--- config.mk ---
export PLATFORM = sky130hd
export DESIGN_NAME = ppm_decoder
export DESIGN_NICKNAME = d
export VERILOG_FILES = /design/src/rtl/ppm_decoder.sv
export SDC_FILE = /design/constraint.sdc
export NUM_CORES = 1
export LEC_CHECK = 0
export ABC_CLOCK_PERIOD_IN_PS = 2100
export BUFFER_PORTS_ARGS = -buffer_cell sky130_fd_sc_hd__buf_2
export CAP_MARGIN = 20
export CORE_MARGIN = 1
export CORE_UTILIZATION = 55
export DETAILED_ROUTE_END_ITERATION = 12
export PLACE_DENSITY = 0.8
export SETUP_SLACK_MARGIN = 0.5
export SYNTH_ARGS = -nofsm -noshare
export SYNTH_HDL_FRONTEND = slang
export SYNTH_SLANG_ARGS = --single-unit
--- constraint.sdc ---
create_clock -name clk -period 2.1 [get_ports clk]
set_clock_uncertainty 0.2 [all_clocks]
set_input_delay 0.105 -clock clk [delete_from_list [all_inputs] [get_ports clk]]
set_output_delay 0.105 -clock clk [all_outputs]
set_load 0.02 [all_outputs]
--- src/rtl/ppm_decoder.sv ---
// PPM receive decoder: recovers the pulse slot of each frame from the encoder's
// pulse stream and flags frames that carry no pulse or several pulses.
module ppm_decoder #(
  parameter int POS_W       = 8,
  parameter int FRAME_LEN   = 256,
  parameter int SYNC_STAGES = 2
) (
  input  logic             clk,
  input  logic             rst,
  input  logic             ena,
  input  logic             frame_start,
  input  logic             ppm_in,
  output logic [POS_W-1:0] pos_out,
  output logic             pos_valid,
  output logic             err_none,
  output logic             err_multi,
  output logic             locked
);

  typedef enum logic [1:0] {
    IDLE,
    ACQ,
    GOT,
    MULTI
  } state_t;

  localparam logic [POS_W-1:0] LastSlot = POS_W'(FRAME_LEN - 1);

  logic ppmAligned;
  logic fsAligned;

  generate
    if (SYNC_STAGES == 0) begin : gNoSync
      assign ppmAligned = ppm_in;
      assign fsAligned  = frame_start;
    end else begin : gSync
      logic [SYNC_STAGES-1:0] ppmSync_q;
      logic [SYNC_STAGES-1:0] fsSync_q;

      // frame_start rides through the same flops so slot arithmetic stays aligned
      always_ff @(posedge clk or posedge rst) begin
        if (rst) begin
          ppmSync_q <= '0;
          fsSync_q  <= '0;
        end else begin
          ppmSync_q[0] <= ppm_in;
          fsSync_q[0]  <= frame_start;
          for (int i = 1; i < SYNC_STAGES; i++) begin
            ppmSync_q[i] <= ppmSync_q[i-1];
            fsSync_q[i]  <= fsSync_q[i-1];
          end
        end
      end

      assign ppmAligned = ppmSync_q[SYNC_STAGES-1];
      assign fsAligned  = fsSync_q[SYNC_STAGES-1];
    end
  endgenerate

  logic             ppmPrev_q;
  logic             edgeSeen_q;
  logic             boundary_q;
  logic             fsSeen_q;
  logic [POS_W-1:0] slotCnt_q;
  logic [POS_W-1:0] slotCnt_d;
  logic             atLast;

  assign atLast = (slotCnt_q == LastSlot);

  always_comb begin
    slotCnt_d = slotCnt_q + 1'b1;
    if (fsAligned || atLast) begin
      slotCnt_d = '0;
    end
  end

  // A frame_start landing on the wrap raises boundary_q once, so it counts once
  always_ff @(posedge clk or posedge rst) begin
    if (rst) begin
      ppmPrev_q  <= 1'b0;
      edgeSeen_q <= 1'b0;
      boundary_q <= 1'b0;
      fsSeen_q   <= 1'b0;
      slotCnt_q  <= '0;
    end else if (ena) begin
      ppmPrev_q  <= ppmAligned;
      edgeSeen_q <= ppmAligned & ~ppmPrev_q;
      boundary_q <= fsAligned | atLast;
      fsSeen_q   <= fsAligned;
      slotCnt_q  <= slotCnt_d;
    end
  end

  state_t           state_q;
  logic [POS_W-1:0] capture_q;

  always_ff @(posedge clk or posedge rst) begin
    if (rst) begin
      state_q   <= IDLE;
      capture_q <= '0;
      pos_out   <= '0;
      pos_valid <= 1'b0;
      err_none  <= 1'b0;
      err_multi <= 1'b0;
      locked    <= 1'b0;
    end else begin
      pos_valid <= 1'b0;
      err_none  <= 1'b0;
      err_multi <= 1'b0;
      if (ena) begin
        case (state_q)
          IDLE: begin
            if (fsSeen_q) begin
              state_q <= ACQ;
              locked  <= 1'b1;
            end
          end
          ACQ, GOT, MULTI: begin
            if (boundary_q) begin
              pos_valid <= (state_q == GOT);
              err_none  <= (state_q == ACQ);
              err_multi <= (state_q == MULTI);
              if (state_q == GOT) begin
                pos_out <= capture_q;
              end
              // An edge on the boundary cycle opens the new frame at slot 0
              if (edgeSeen_q) begin
                state_q   <= GOT;
                capture_q <= slotCnt_q;
              end else begin
                state_q <= ACQ;
              end
            end else if (edgeSeen_q) begin
              if (state_q == ACQ) begin
                state_q   <= GOT;
                capture_q <= slotCnt_q;
              end else begin
                state_q <= MULTI;
              end
            end
          end
        endcase
      end
    end
  end

endmodule

==> results.toml, run 1 <==
[synthesis]
synth_edf_count = 0
synth.top_cell.area_share_pct = 60.6
synth_area_leaders = "dfrtp_1 (61%), mux2_4 (7.7%), mux2_2 (6.5%)"
postSynthAreaPerCell_um2 = 13.1
synth.yosys.seq_area_share_pct = 60.6
synthArstFlopShare_pct = 100
ys_warn_count = 0
synth_top_cell_by_area = "dfrtp_1"
synthDistinctLibCells = 32
syn-cell-area_mm2 = 0.00157
postSynthCellCount = 120
ys_seq_elements = 38
syn_nets = 126
dominantRegCellSynth = "dfrtp_1"

[setup_path]
r2r_slack_ps = 510
worst-r2r-cell-count = 3
max_stage_delay_ps = 470
r2r-end = "capture_q[7]$_DFFE_PP0P_"
crit_path_top_delay_cell = "dfrtp_2"
crit_type = "reg2reg"
r2r-start = "state_q[1]$_DFFE_PP0P_"
worst-endpoint-arrival_ps = 1630
critPathBufInv = 0
worstPathCellList = "nand2b_4 -> a21oi_4 -> mux2_2"
cp_max_fo = 8
crit_path_end_kind = "flop"
required_ps = 2140
startpoint_type = "flop"
critPathTopFamily = "flip-flops"

[power]
vdd_ir_drop_max_mv = 1.06
p_total_mw = 1.88
p_leak_nw = 0.954
powerDensity_mw_per_mm2 = 977

[grt]
grt_overflow = 0
track_usage_pct = 19.5
grt_use_met1_pct = 24.9
grt_use_met3_pct = 4.22
busiest_layer = "met2"
grt_max_degree = 39
grt_pass1_wl_mm = 4.51
first_global_vias = 965
grt_antenna_before_repair = 0
met2_usage_pct = 31.5

[drt]
ant_nets = 0
viasPerCell = 5.68
wl_mm = 2.88
post_drt_wl_per_cell_um = 15.7
vias = 1045
route.detailed.drc = 0
dr.pass1.iters = 4
drtIter0Drc = 12

[layout]
n_antenna_cell = 0
fin_area_mm2 = 0.00193
drive_above_1_share_pct = 37.3
fillers = 179
fin_nets = 158
area_growth_pct = 22.8
post-route-util_pct = 70.5

[cts]
cts_num_sinks = 38
clk_latency_ps = 340
cts_tree = "yes"
htreeDepth = 2
cts_root_buf = "clkbuf_4"
clockBufferDepth = 2
cts-buffers-inserted = 5
clkTransAtPathRegs_ps = 110

[sta]
fin_tns_setup_ps = 0
rsz0062_at_grt = "true"
period_needed_ps = 1590
maxClockFrequency_ghz = 0.628
relSlewSlack_pct = 68.5
final_max_slew_viol_count = 0
setup_viol = 0
period_share_pct = 75.8
worstMarginPinSlew_ps = 472
hold_viol = 0

[hold_path]
hold_path_class = "in2reg"
hold_path_startpoint = "ena"
holdPathEnd = "pos_valid$_DFF_PP0_"
whs_path_depth = 4

[placed_design]
gp_congestion = 0.781
dp.final_hpwl_mm = 1.70
place_area_mm2 = 0.00166
io_buffers = 16

[floorplan]
die_area_mm2 = 0.00307
chipHeight_um = 55.4
rows = 19
start_util_pct = 57.4
die_w_um = 55.4
io_pins = 17
core_area_mm2 = 0.00273

[flow_run]
maxCapViolations = 0

[run_status]
outcome = "completed"
==> cell usage in the layout, fill, tap and decap left out, types with 3 or more instances in the layout <==
| cell | netlist | layout |
|---|---|---|
| dfrtp_1 | 38 | 36 |
| buf_2 | 2 | 16 |
| nand2_1 | 10 | 10 |
| mux2_4 | 8 | 9 |
| o21ai_0 | 9 | 9 |
| mux2_2 | 9 | 8 |
| dlygate4sd3_1 | 0 | 7 |
| buf_4 | 0 | 6 |
| clkbuf_4 | 0 | 5 |
| inv_1 | 4 | 4 |
| nand4_1 | 3 | 3 |
| nand3_1 | 3 | 3 |
| o2bb2ai_1 | 3 | 3 |
| a21oi_1 | 3 | 3 |
==> worst register-to-register path, cell delays in order, from the launching register on <==
cell and delay (ps):
dfrtp_2 470, nand2b_4 160, a21oi_4 290, mux2_2 380
==> synthesized netlist by cell type (3+ instances only) <==
master     instances
a21oi_1            3
nand2_1           10
o2bb2ai_1          3
o21ai_0            9
nand4_1            3
dfrtp_1           38
inv_1              4
nand3_1            3
mux2_4             8
mux2_2             9
==> layer usage <==
metal	wire length, µm	part of all wire (%)	vias to the layer above
met2	1450	50	26
met3	108	3.7	5
li1	-	-	490
met5	0	0	-
met1	1260	44	524
met4	57	2.0	0
==> repair_timing <==
item	CTS	global route
gates resized for setup	4	5
endpoints found under the hold margin	49	0
endpoints found under the setup margin	20	17
hold buffers	7	0
buffers inserted	1	4
gates cloned	0	1
pin swaps	1	2
==> registers in the layout (all words and copies together), names as in the netlist, 2 cells and up <==
register         cells
state_q              2
slotCnt_q            8
capture_q            8
gSync.ppmSync_q      2
pos_out              8
gSync.fsSync_q       2
==> how the worst max path moves through the flow <==
stage | start | endpoint | depth (start not counted)
floorplan | state_q[1]$_DFFE_PP0P_ | capture_q[0]$_DFFE_PP0P_ | 3
global placement | state_q[1]$_DFFE_PP0P_ | capture_q[3]$_DFFE_PP0P_ | 3
detailed placement | state_q[1]$_DFFE_PP0P_ | capture_q[7]$_DFFE_PP0P_ | 3
CTS | state_q[1]$_DFFE_PP0P_ | pos_out[0]$_DFFE_PP0P_ | 3
global route | state_q[1]$_DFFE_PP0P_ | capture_q[0]$_DFFE_PP0P_ | 3
finish | state_q[1]$_DFFE_PP0P_ | capture_q[7]$_DFFE_PP0P_ | 3
==> final cells by class <==
cell class / count / area [µm²] / area share [%]
Sequential cell: 38 / 953 / 49.5
Multi-Input combinational cell: 73 / 607 / 31.5
Timing Repair Buffer: 29 / 195 / 10.1
Clock inverter: 2 / 60.1 / 3.12
Clock buffer: 6 / 51.3 / 2.66
Tap cell: 31 / 38.8 / 2.01
Inverter: 5 / 21.3 / 1.10
==> report_power, final <==
| part | leakage [nW] | internal (mW) | switching [mW] |
|---|---|---|---|
| sequential | 0.494 | 0.829 | 0.0917 |
| clock | 0.0585 | 0.403 | 0.235 |
| combinational | 0.401 | 0.170 | 0.153 |
| total | 0.954 | 1.40 | 0.480 |
==> stage by stage <==
stage | hold slack, ps | setup slack (ps) | instances
finish | 38.3 | 508 | 184
global placement | 14.9 | 451 | 163
global route | 37.6 | 464 | 184
floorplan | -63.6 | 522 | 120
CTS | 26.0 | 492 | 179
detailed placement | 15.1 | 403 | 163
==> cell families after synthesis <==
family / share of synthesized area, %
xor gates and xnor gates: 1.12
DFF: 60.6
adders and majority gates: 0.797
AOI/OAI and AO/OA: 9.41
muxes: 14.8
and+or+nand+nor: 9.65
buffers and inverters: 3.67
Note: power is estimated with default switching activity, not from simulation.
==> run 2: changes to the inputs <==
--- a/config.mk
+++ b/config.mk
@@ -5,13 +5,13 @@
 export SDC_FILE = /design/constraint.sdc
 export NUM_CORES = 1
 export LEC_CHECK = 0
-export ABC_CLOCK_PERIOD_IN_PS = 2100
+export ABC_CLOCK_PERIOD_IN_PS = 1300
 export BUFFER_PORTS_ARGS = -buffer_cell sky130_fd_sc_hd__buf_2
 export CAP_MARGIN = 20
 export CORE_MARGIN = 1
-export CORE_UTILIZATION = 55
+export CORE_UTILIZATION = 51
 export DETAILED_ROUTE_END_ITERATION = 12
-export PLACE_DENSITY = 0.8
+export PLACE_DENSITY = 0.79
 export SETUP_SLACK_MARGIN = 0.5
 export SYNTH_ARGS = -nofsm -noshare
 export SYNTH_HDL_FRONTEND = slang
==> constraint.sdc (replaced) <==
create_clock -name clk -period 1.3 [get_ports clk]
set_clock_uncertainty 0.2 [all_clocks]
set_input_delay 0.065 -clock clk [delete_from_list [all_inputs] [get_ports clk]]
set_output_delay 0.065 -clock clk [all_outputs]
set_load 0.02 [all_outputs]
==> results.toml, run 2 (synthesized netlist as in run 1, its figures left out) <==
[drt]
vias = 1268
route.detailed.drc = 0
drtIter0Drc = 56
post_drt_wl_per_cell_um = 22.3
ant_nets = 0
dr.pass1.iters = 6
wl_mm = 4.79
viasPerCell = 5.90

[run_status]
violations = "hold timing, setup timing"
outcome = "finished with violations"

[cts]
cts-buffers-inserted = 5
cts_hold_buf = 2
cts_num_sinks = 38
cts_tree = "yes"
htreeDepth = 2
cts_root_buf = "clkbuf_4"
clk_latency_ps = 380
clkTransAtPathRegs_ps = 140
clockBufferDepth = 2

[sta]
timing.final.ws_setup_ps = -363
period_needed_ps = 1660
hold_slack_ps = -574
period_share_pct = 128
worstMarginPinSlew_ps = 337
setup_viol = 28
maxClockFrequency_ghz = 0.601
final_max_slew_viol_count = 0
rsz0062_at_grt = "true"
hold_viol = 47
relSlewSlack_pct = 77.5

[power]
powerDensity_mw_per_mm2 = 1380
switchingPower_mw = 1.10
internal_power_mw = 2.36
seq_power_share_pct = 43.0
comb_power_share_pct = 32.3
vdd_ir_drop_max_mv = 1.21
p_leak_nw = 1.18
switching_share_pct = 31.7
clkPwrFrac_pct = 24.8

[setup_path]
worst-endpoint-arrival_ps = 1730
r2r-end = "pos_out[2]$_DFFE_PP0P_"
r2r-start = "state_q[1]$_DFFE_PP0P_"
crit_type = "reg2reg"
r2r_slack_ps = -360
required_ps = 1370
crit_path_end_kind = "flop"
startpoint_type = "flop"
worst-r2r-cell-count = 3
cp_max_fo = 9

[hold_path]
hold_path_class = "in2async"

[grt]
first_global_vias = 1296
grt_antenna_before_repair = 0
track_usage_pct = 29.5
grt_pass1_wl_mm = 6.81
grt_overflow = 0
grt_max_degree = 26

[floorplan]
rows = 19
start_util_pct = 55.5
die_w_um = 57.5
io_pins = 17
die_area_mm2 = 0.00330
chipHeight_um = 57.5
core_area_mm2 = 0.00283

[placed_design]
dp.final_hpwl_mm = 2.27
io_buffers = 16
gp_congestion = 0.817

[layout]
area_growth_pct = 59.3
fin_nets = 189
n_antenna_cell = 0
post-route-util_pct = 88.3
reg_top3 = "capture_q (8), pos_out (8), slotCnt_q (8)"
drive_above_1_share_pct = 64.1
mostFrequentLayoutCell = "dfrtp_1"
most-common-layout-cells = "dfrtp_1 (35), buf_4 (26), buf_6 (25)"

[flow_run]
maxCapViolations = 0
## run 2: cell count changes in the layout (fill, tap and decap cells not counted), moves of 3 or more
cell / change
buf_6: +25
buf_4: +20
buf_2: -12
mux2_2: -8
mux2_4: +8
o21ai_0: -6
dlygate4sd3_1: -5
a21oi_1: -3
clkinvlp_4: +3
o21ai_1: +3
## run 2: layout make-up
class	instances	area (µm²)
inverter	5	25.0
fill	95	330
clock buffer	5	37.5
sequential	38	955
multi-input combinational	72	811
clock inverter	3	45.0
tap	31	38.8
timing repair buffer	61	587
## run 2: repair_timing
action | 4_1_cts | 5_1_grt
buffers inserted | 12 | 8
resized for setup | 56 | 27
endpoints found under the hold margin | 53 | 49
cloned | 0 | 0
setup endpoints to repair | 46 | 46
pin swaps | 9 | 8
## run 2: layer usage
layer,up-vias,GRT usage (%),wire length [µm]
li1,550,-,-
met1,644,34.8,1990
met2,58,49.7,2380
met3,16,8.84,285
met4,0,13.2,139
met5,-,0,0
## run 2: stage by stage
step | setup TNS [ps] | total power [mW] | setup slack [ps] | cells | area [µm²]
floorplan | -4720 | 1.82 | -277 | 120 | 1640
detailed placement | -4640 | 2.06 | -268 | 185 | 1900
CTS | -4280 | 3.18 | -244 | 207 | 2300
finish | -6960 | 3.46 | -363 | 215 | 2500
global route | -7390 | 3.56 | -364 | 215 | 2500
global placement | -3540 | 2.01 | -189 | 185 | 1900
## run 2: worst max-delay path: stages (launching register included)
cell     delay (ps)
dfrtp_1         460
nand2_2         110
or3_4           440
mux2_4          330
## run 2: power by group through the flow
stage / clock network, mW / logic, mW / registers [mW]
global placement: 0 / 0.560 / 1.45
detailed placement: 0 / 0.599 / 1.46
finish: 0.856 / 1.11 / 1.49
global route: 0.907 / 1.16 / 1.50
CTS: 0.832 / 0.898 / 1.45
floorplan: 0 / 0.301 / 1.52
## run 2: worst max-delay path by stage
stage,startpoint,end,slack [ps],cells past startpoint
after floorplan,state_q[1]$_DFFE_PP0P_,capture_q[0]$_DFFE_PP0P_,-280,3
after global placement,state_q[1]$_DFFE_PP0P_,capture_q[6]$_DFFE_PP0P_,-190,4
after detailed placement,state_q[1]$_DFFE_PP0P_,capture_q[2]$_DFFE_PP0P_,-270,4
after CTS,state_q[1]$_DFFE_PP0P_,capture_q[4]$_DFFE_PP0P_,-240,4
after global routing,state_q[1]$_DFFE_PP0P_,capture_q[3]$_DFFE_PP0P_,-360,5
final,state_q[1]$_DFFE_PP0P_,pos_out[2]$_DFFE_PP0P_,-360,3
==> run 3: changes to the inputs <==
--- a/config.mk
+++ b/config.mk
@@ -9,9 +9,10 @@
 export BUFFER_PORTS_ARGS = -buffer_cell sky130_fd_sc_hd__buf_2
 export CAP_MARGIN = 20
 export CORE_MARGIN = 1
-export CORE_UTILIZATION = 51
+export CORE_UTILIZATION = 50
 export DETAILED_ROUTE_END_ITERATION = 12
-export PLACE_DENSITY = 0.79
+export MAX_ROUTING_LAYER = met4
+export PLACE_DENSITY = 0.77
 export SETUP_SLACK_MARGIN = 0.5
 export SYNTH_ARGS = -nofsm -noshare
 export SYNTH_HDL_FRONTEND = slang
==> results.toml, run 3 (synthesized netlist as in run 1, its figures left out) <==
[drt]
route.detailed.drc = 2
wl_mm = 4.23
dr.pass1.iters = 8
vias = 1226
post_drt_wl_per_cell_um = 19.6
ant_nets = 0
drtIter0Drc = 60
viasPerCell = 5.68

[power]
p_total_mw = 3.24
powerDensity_mw_per_mm2 = 1350
comb_power_share_pct = 28.9
internal_power_mw = 2.28
seq_power_share_pct = 46.0
clkPwrFrac_pct = 25.1
switchingPower_mw = 0.959
p_leak_nw = 1.17
vdd_ir_drop_max_mv = 1.05
switching_share_pct = 29.6

[run_status]
violations = "DRC, hold timing, setup timing"
outcome = "finished with violations"

[cts]
clockBufferDepth = 2
cts-buffers-inserted = 5
cts_tree = "yes"
cts_root_buf = "clkbuf_4"
clkTransAtPathRegs_ps = 110
clk_latency_ps = 350
cts_hold_buf = 2
cts_num_sinks = 38
htreeDepth = 2

[layout]
fin_nets = 190
area_growth_pct = 53.2
reg_top3 = "capture_q (8), pos_out (8), slotCnt_q (8)"
n_antenna_cell = 0
mostFrequentLayoutCell = "dfrtp_1"
drive_above_1_share_pct = 62.2
fin_cells = 216
most-common-layout-cells = "dfrtp_1 (35), buf_4 (29), buf_6 (25)"
fillers = 123

[setup_path]
worst-r2r-cell-count = 3
cp_max_fo = 5
crit_path_top_delay_cell = "dfrtp_1"
worst-endpoint-arrival_ps = 1610
r2r-end = "pos_out[0]$_DFFE_PP0P_"
max_stage_delay_ps = 420
crit_type = "reg2reg"
required_ps = 1350
r2r-start = "state_q[1]$_DFFE_PP0P_"
critPathTopFamily = "simple AND/OR/NAND/NOR gates"
critPathBufInv = 0
worstPathCellList = "nand2_2 -> or3_4 -> mux2_4"
crit_path_end_kind = "flop"
startpoint_type = "flop"
r2r_slack_ps = -260

[flow_run]
maxCapViolations = 0

[sta]
worstMarginPinSlew_ps = 375
rsz0062_at_grt = "true"
hold_viol = 46
final_max_slew_viol_count = 0
timing.final.ws_setup_ps = -259
setup_viol = 27
maxClockFrequency_ghz = 0.641
relSlewSlack_pct = 74.9
period_needed_ps = 1560
hold_slack_ps = -521
period_share_pct = 120

[placed_design]
io_buffers = 16
dp.cells = 185
dp.final_hpwl_mm = 2.21
gp_congestion = 0.842

[floorplan]
io_pins = 17
chipHeight_um = 58.0
core_area_mm2 = 0.00285
die_w_um = 58.0
die_area_mm2 = 0.00337
start_util_pct = 55.0
rows = 19

[grt]
grt_overflow = 0
first_global_vias = 1302
grt_antenna_before_repair = 0
grt_pass1_wl_mm = 6.37
grt_max_degree = 24
track_usage_pct = 27.8

[hold_path]
hold_path_class = "in2async"
[run 3: changes by cell type in the layout (fill, tap and decap cells not counted), sizes merged]
cell and delta:
clkinv +2, clkinvlp -2, or3 +1
[run 3: power groups by stage]
stage               sequential (mW)  combinational [mW]  clock, mW
finish                         1.49               0.938      0.813
global route                   1.51               0.993      0.880
CTS                            1.46               0.759      0.801
detailed placement             1.46               0.570          0
global placement               1.45               0.546          0
floorplan                      1.52               0.301          0
[run 3: what timing repair did]
| item | CTS | global route |
|---|---|---|
| setup buffers | 15 | 5 |
| resized for setup | 45 | 25 |
| cloned | 1 | 0 |
| hold endpoints to repair | 51 | 47 |
| pin swaps | 10 | 7 |
| setup endpoints to repair | 46 | 46 |
[run 3: layer usage]
metal  global-route usage (%)  vias up  wire [µm]
li1                         -      551          -
met1                     31.5      621       1800
met2                     45.2       47       2160
met3                     9.38        7        206
met4                     11.6        0         63
met5                        -        -          0
[run 3: worst max path at each step]
stage,from,to,slack (ps),depth (start not counted)
floorplan,state_q[1]$_DFFE_PP0P_,capture_q[0]$_DFFE_PP0P_,-280,3
global placement,state_q[1]$_DFFE_PP0P_,capture_q[6]$_DFFE_PP0P_,-180,4
detailed placement,state_q[1]$_DFFE_PP0P_,pos_out[2]$_DFFE_PP0P_,-220,3
CTS,state_q[0]$_DFFE_PP0P_,pos_out[0]$_DFFE_PP0P_,-200,2
global route,boundary_q$_DFFE_PP0P_,pos_out[0]$_DFFE_PP0P_,-290,3
finish,state_q[1]$_DFFE_PP0P_,pos_out[0]$_DFFE_PP0P_,-260,3
[run 3: metrics by stage]
stage | hold slack, ps | utilization (%) | instance area (µm²) | setup WS, ps | TNS (ps)
detailed placement | -127 | 66.1 | 1880 | -218 | -4150
floorplan | -169 | - | 1640 | -277 | -4720
finish | -521 | 84.3 | 2400 | -259 | -4600
CTS | -511 | 79.3 | 2260 | -204 | -3420
global route | -521 | 84.3 | 2400 | -288 | -5460
global placement | -133 | 66.1 | 1880 | -183 | -3420
[run 3: cell type report]
cell class	count	area [µm²]	share of cell area, %
clock inverters	3	40.0	1.67
well taps	31	38.8	1.61
flip-flops and latches	38	955	39.7
inverters	5	25.0	1.04
repair buffers	61	559	23.3
multi-input cells	73	748	31.1
clock buffers	5	37.5	1.56
